--- config.mk ---
export PLATFORM = sky130hd
export DESIGN_NAME = vending_ctrl_multi
export DESIGN_NICKNAME = d
export VERILOG_FILES = /design/src/rtl/vending_ctrl_multi.sv
export SDC_FILE = /design/constraint.sdc
export NUM_CORES = 1
export LEC_CHECK = 0
export ABC_AREA = 1
export CORE_MARGIN = 3
export CORE_UTILIZATION = 35
export DETAILED_ROUTE_END_ITERATION = 6
export PLACE_DENSITY = 0.6
export RECOVER_POWER = 100
export SLEW_MARGIN = 20
export SYNTH_ARGS = -nofsm -noshare
export SYNTH_HDL_FRONTEND = slang
export SYNTH_SLANG_ARGS = --single-unit
--- constraint.sdc ---
create_clock -name clk50m -period 4.67 [get_ports clk50m]
set_clock_uncertainty 0.1 [all_clocks]
set_input_delay 0.934 -clock clk50m [delete_from_list [all_inputs] [get_ports clk50m]]
set_output_delay 0.934 -clock clk50m [all_outputs]
set_load 0.01 [all_outputs]
--- src/rtl/vending_ctrl_multi.sv ---
// Multi-product vending controller.
// Collects coins into a binary credit register and sells one of N_PROD
// products, each with its own price. Change and cancelled credit are paid
// back one coin per cycle, always using the largest coin that fits.
module vending_ctrl_multi #(
  parameter int                         N_PROD     = 4,
  parameter int                         CREDIT_W   = 8,
  parameter logic [N_PROD*CREDIT_W-1:0] PRICES     = {8'd10, 8'd7, 8'd5, 8'd3},
  parameter int                         MAX_CREDIT = 50,
  localparam int                        SEL_W      = (N_PROD > 1) ? $clog2(N_PROD) : 1
) (
  input  logic                clk50m,
  input  logic                rst,
  input  logic                new_coin,
  input  logic [3:0]          coin,
  input  logic                sel_valid,
  input  logic [SEL_W-1:0]    sel,
  input  logic                cancel,
  input  logic                door,
  output logic [CREDIT_W-1:0] credit,
  output logic [N_PROD-1:0]   bottle,
  output logic                unlock,
  output logic                change_valid,
  output logic [3:0]          change_coin,
  output logic                coin_reject,
  output logic                insufficient
);

  typedef enum logic [2:0] {
    IDLE      = 3'd0,
    COLLECT   = 3'd1,
    VEND      = 3'd2,
    DOOR_OPEN = 3'd3,
    CHANGE    = 3'd4
  } state_e;

  state_e              state_q, state_d;
  logic [CREDIT_W-1:0] credit_q, credit_d;
  logic [CREDIT_W-1:0] remaining_q, remaining_d;
  logic [N_PROD-1:0]   bottle_q, bottle_d;
  logic                unlock_q, unlock_d;
  logic                change_valid_q, change_valid_d;
  logic [3:0]          change_coin_q, change_coin_d;
  logic                coin_reject_q, coin_reject_d;
  logic                insufficient_q, insufficient_d;

  logic [CREDIT_W-1:0] price;
  logic                sel_ok;
  logic                coin_legal;
  logic [CREDIT_W:0]   coin_sum;
  logic                coin_fits;
  logic [3:0]          chg_val;

  // Look up the price of the selected product; out-of-range indices are flagged.
  always_comb begin
    // NOTE: every combinational output gets a default first so no path leaves it unassigned (no latch).
    price  = '0;
    sel_ok = 1'b0;
    for (int i = 0; i < N_PROD; i++) begin
      if (int'(sel) == i) begin
        price  = PRICES[i*CREDIT_W +: CREDIT_W];
        sel_ok = 1'b1;
      end
    end
  end

  // Coin legality and overflow check against the credit ceiling (one extra bit for the carry).
  assign coin_legal = (coin == 4'd1) || (coin == 4'd2) || (coin == 4'd5) || (coin == 4'd10);
  assign coin_sum   = {1'b0, credit_q} + (CREDIT_W + 1)'(coin);
  assign coin_fits  = coin_sum <= (CREDIT_W + 1)'(MAX_CREDIT);

  // Largest change coin not exceeding the remaining amount.
  always_comb begin
    if (remaining_q >= CREDIT_W'(10))     chg_val = 4'd10;
    else if (remaining_q >= CREDIT_W'(5)) chg_val = 4'd5;
    else if (remaining_q >= CREDIT_W'(2)) chg_val = 4'd2;
    else if (remaining_q != '0)           chg_val = 4'd1;
    else                                  chg_val = 4'd0;
  end

  // Next-state and next-output logic; every output is computed here and registered below.
  always_comb begin
    state_d        = state_q;
    credit_d       = credit_q;
    remaining_d    = remaining_q;
    bottle_d       = '0;
    unlock_d       = 1'b0;
    change_valid_d = 1'b0;
    change_coin_d  = 4'd0;
    coin_reject_d  = 1'b0;
    insufficient_d = 1'b0;

    case (state_q)
      IDLE, COLLECT: begin
        // cancel beats new_coin beats sel_valid; the losers are dropped silently.
        if (cancel && (state_q == COLLECT)) begin
          remaining_d = credit_q;
          credit_d    = '0;
          state_d     = CHANGE;
        end else if (new_coin) begin
          if (coin_legal && coin_fits) begin
            credit_d = coin_sum[CREDIT_W-1:0];
            state_d  = COLLECT;
          end else begin
            coin_reject_d = 1'b1;
          end
        end else if (sel_valid) begin
          if ((state_q == COLLECT) && sel_ok && (credit_q >= price)) begin
            remaining_d = credit_q - price;
            credit_d    = '0;
            state_d     = VEND;
            unlock_d    = 1'b1;
            // bottle_q doubles as the latched selection for VEND/DOOR_OPEN.
            for (int i = 0; i < N_PROD; i++) bottle_d[i] = (int'(sel) == i);
          end else begin
            insufficient_d = 1'b1;
          end
        end
      end

      VEND: begin
        bottle_d      = bottle_q;
        unlock_d      = 1'b1;
        coin_reject_d = new_coin;
        if (door) state_d = DOOR_OPEN;
      end

      DOOR_OPEN: begin
        coin_reject_d = new_coin;
        if (!door) begin
          state_d = CHANGE;
        end else begin
          bottle_d = bottle_q;
          unlock_d = 1'b1;
        end
      end

      CHANGE: begin
        coin_reject_d = new_coin;
        if (remaining_q == '0) begin
          state_d = IDLE;
        end else begin
          change_valid_d = 1'b1;
          change_coin_d  = chg_val;
          remaining_d    = remaining_q - CREDIT_W'(chg_val);
        end
      end

      default: begin
        state_d     = IDLE;
        credit_d    = '0;
        remaining_d = '0;
      end
    endcase
  end

  // State and output registers with synchronous reset; reset discards any credit owed.
  always_ff @(posedge clk50m) begin
    // NOTE: sequential state uses non-blocking assignments so all flops update together at the edge.
    if (rst) begin
      state_q        <= IDLE;
      credit_q       <= '0;
      remaining_q    <= '0;
      bottle_q       <= '0;
      unlock_q       <= 1'b0;
      change_valid_q <= 1'b0;
      change_coin_q  <= 4'd0;
      coin_reject_q  <= 1'b0;
      insufficient_q <= 1'b0;
    end else begin
      state_q        <= state_d;
      credit_q       <= credit_d;
      remaining_q    <= remaining_d;
      bottle_q       <= bottle_d;
      unlock_q       <= unlock_d;
      change_valid_q <= change_valid_d;
      change_coin_q  <= change_coin_d;
      coin_reject_q  <= coin_reject_d;
      insufficient_q <= insufficient_d;
    end
  end

  assign credit       = credit_q;
  assign bottle       = bottle_q;
  assign unlock       = unlock_q;
  assign change_valid = change_valid_q;
  assign change_coin  = change_coin_q;
  assign coin_reject  = coin_reject_q;
  assign insufficient = insufficient_q;

endmodule

==> impl_summary.md <==
STA
The final number of hold-violating endpoints came to 0. After layout, the worst setup slack is around 900 ps. The relative slew slack is 54.0%. The final critical-path share of the clock period is 80.7%. The setup total negative slack is 0 ps.

Setup repair after global routing left no endpoint under its margin. The total of endpoints with negative setup slack in the final report is 0. For the pin with the worst max-slew slack, the measured transition is 690 ps. The final max-slew violation count is 0.

The time the worst path needs with I/O delays and setup is approximately 3800 ps. The worst hold slack is 421 ps. For this run, the top clock speed supported by timing is 265 MHz.

Floorplanning
The floorplan step defined a die boundary enclosing 0.00797 mm2. Once the floorplan was initialized, standard cells occupied 37.1% of the core. The number of core rows is 29.

The vertical die dimension is 89.3 um. The number of I/O pins is 32. The core region is 0.00653 mm2. The die span in x is roughly 89 um.

Placed design
Prior to clock tree synthesis, the placed netlist has a worst setup slack of 1100 ps. The number of I/O port buffers is 31. Detailed placement finished with a half-perimeter wire length of about 4.8 mm.

Routability-driven placement finished with a final weighted congestion of 0.880. The instance count after placement with tap cells included is 481. Once placement finished, the instance area stood at 0.00281 mm2.

Critical path
The cell depth of the worst flop-to-flop path is 21. The number of cells on the critical path is 15. The largest stage delay on the critical path is 610 ps.

On the critical path, the stage with the largest delay is an instance of sky130_fd_sc_hd__dlygate4sd3_1. The type of the worst setup path is primary input to flip-flop. In this run the worst path has a maximum fanout of 9. STA classifies the critical path startpoint as a primary input. The arrival time at the worst endpoint is 3890 ps. In this run the critical register-to-register path is launched from remaining_q[6]. The required arrival time at the worst endpoint is between 4000 and 5000 ps.

The combined buffer and inverter count along the critical path is 3. The cell family contributing the most delay on the critical path is simple AND/OR/NAND/NOR gates. The worst setup path is captured at a flip-flop. The cell type with the highest occurrence count on the critical path is sky130_fd_sc_hd__nand2_1. Walking the worst path, the cells encountered are dlygate4sd3_1 -> inv_1 -> ha_1 -> inv_1 -> ha_1 -> nand2_1 -> nor2_1 -> nor2_1 -> nand2_1 -> nand3_1 -> a21oi_1 -> nand3_1 -> nand2_1 -> nand2_1 -> nor2_1.

The destination of the worst register-to-register timing path is remaining_q[6]. The register-to-register path setup slack is between 1500 and 2000 ps.

Global routing
The global route total overflow is 0. Entering global routing, the biggest net connects 24 pins. The initial antenna violation count is 0.

The global-route wire length before repair is 9.85 mm. The number of global-route vias before repair is 2075. The global routing usage summed across all routing layers is 16.0%.

Min path
The endpoint of the worst hold path is credit[7]. In this run the most critical hold path is launched from credit[7]. The kind of path behind the tightest hold check is flip-flop to flip-flop.

The worst hold path was traced through 2 stages.

Final layout
The proportion of layout cells with a drive suffix above 1 is under 10%. The relative area change from synthesis to final layout is 17.1%. The most common cell after layout, fill and taps aside is sky130_fd_sc_hd__nand2_1.

In the layout the commonest cells are sky130_fd_sc_hd__nand2_1, sky130_fd_sc_hd__nor2_1, sky130_fd_sc_hd__inv_1, sky130_fd_sc_hd__dfxtp_1, sky130_fd_sc_hd__dlygate4sd3_1. The finished layout holds slightly below 500 standard cells, fillers aside. The final layout contains approximately 440 nets. With fillers left out, the area of the finished cells amounts to 0.00284 mm2.

The final cell utilization of the core is 43.5%. The number of antenna diodes in the final layout is 0.

Yosys
Summing every instance area after synthesis gives 0.00243 mm2. Sequential elements use 25.6% of the synthesized area. A synthesized cell averages 6.44 um2.

In the synthesized netlist, the number of instances is 377. The number of warnings reported in the yosys synthesis log is 0. The number of different library cells used by synthesis comes to 34. The number of register bits inferred by synthesis is 31.

Synthesis produced a netlist with a net count of 410.

Clock tree
The number of clock sinks seen by CTS is 31. The clock slew at the register clock pins of the worst setup and hold paths is 60 ps. The later-pin clock latency in the skew report is 280 ps. The number of clock buffers added by TritonCTS is 5. TritonCTS built the clock tree. The number of hold-repair buffers added at the cts stage is 0. The number of gates given a new drive strength after cts is 0. The H-tree depth is 2. Post-CTS timing repair inserted 0 buffers for setup. Counting along the longest clock path gives a buffer depth of 2. The root cell of the clock tree is sky130_fd_sc_hd__clkbuf_8.

Detailed routing
The number of DRC markers after the initial detailed-route iteration is 136. Summed over all layers, the routed wires come to between 5 and 6 mm. For this run, design rule violations remaining after detail routing come to 0. The antenna violation net count after detailed routing is 0. The total number of vias is 2311.

The detail-routed via count per cell is 4.75. After detailed routing, the average wire length per cell comes to ~12 um. The first detailed-routing pass ran for 6 iterations.

Power
The power per unit of standard cell area is 677 mW/mm2. VDD sags by at most 0.000246 V. The analysis attributes to cell leakage a power of 1.48 nW.

The design draws ~1.9 mW.

Run
Across the run, the number of max-cap violations was 0.

Run status
The flow ran to the end, and the final reports show no timing, DRC or antenna violations.
[worst min-delay path: stages (launching register included)]
cell and delay [ps]:
sky130_fd_sc_hd__dfxtp_1 350, sky130_fd_sc_hd__nand3_1 90, sky130_fd_sc_hd__inv_1 40
[sequential cells by signal, summed over array words and instances (netlist names)]
signal	flops
insufficient	1
coin_reject	1
state_q	3
credit	8
change_valid	1
change_coin	4
unlock	1
remaining_q	8
bottle	4
[cell usage after synthesis, drive strengths merged]
library cell | n | share of area [%]
a211oi | 5 | 1.5
a21oi | 12 | 2.9
a31oi | 2 | 0.52
buf | 3 | 0.72
clkbuf | 1 | 0.15
clkinv | 1 | 0.36
dfxtp | 31 | 26
fa | 3 | 2.5
ha | 18 | 9.3
inv | 64 | 9.9
nand2 | 97 | 16
nand3 | 21 | 5.5
nand4 | 9 | 2.3
nor2 | 70 | 13
nor3 | 8 | 2.1
o211ai | 2 | 0.62
o21a | 1 | 0.31
o21ai | 21 | 4.3
o221ai | 1 | 0.36
or2 | 1 | 0.26
xnor2 | 3 | 1.1
xor2 | 3 | 1.1
[worst max-delay path by stage]
| stage | slack [ps] | endpoint | from |
|---|---|---|---|
| after floorplan | 1820 | remaining_q[3] | sel[0] |
| after global placement | 1190 | remaining_q[5] | sel[0] |
| after detailed placement | 1100 | remaining_q[5] | sel[0] |
| after CTS | 1410 | remaining_q[5] | sel[0] |
| after global routing | 630 | credit[1] | sel[0] |
| final | 900 | credit[1] | sel[0] |
[cell families after synthesis]
logic type,share of synthesized area (%)
xor gates and xnor gates,2.17
adders and majority gates,11.8
and+or+nand+nor,38.7
buffers and inverters,11.1
AOI/OAI and AO/OA,10.6
DFF,25.6
[routing by layer]
layer  vias to the layer above  wire length [um]  global-route usage, %
met4                         0                70                   4.47
li1                       1254                 -                      -
met3                         6               223                   3.04
met1                      1012              2990                   22.3
met2                        39              2680                   25.3
met5                         -                 0                      0
[power by group]
group	internal, mW	switching [mW]	total [mW]
registers	0.332	0.0757	0.408
logic	0.492	0.830	1.32
clock network	0.0991	0.0939	0.193
[final cells by class]
cell class	instances	area, um2
Fill cell	714	3690
Multi-Input combinational cell	277	1500
Sequential cell	31	621
Timing Repair Buffer	31	310
Inverter	65	245
Tap cell	77	96.3
Clock buffer	6	72.6
Note: power is estimated with default switching activity, not from simulation.
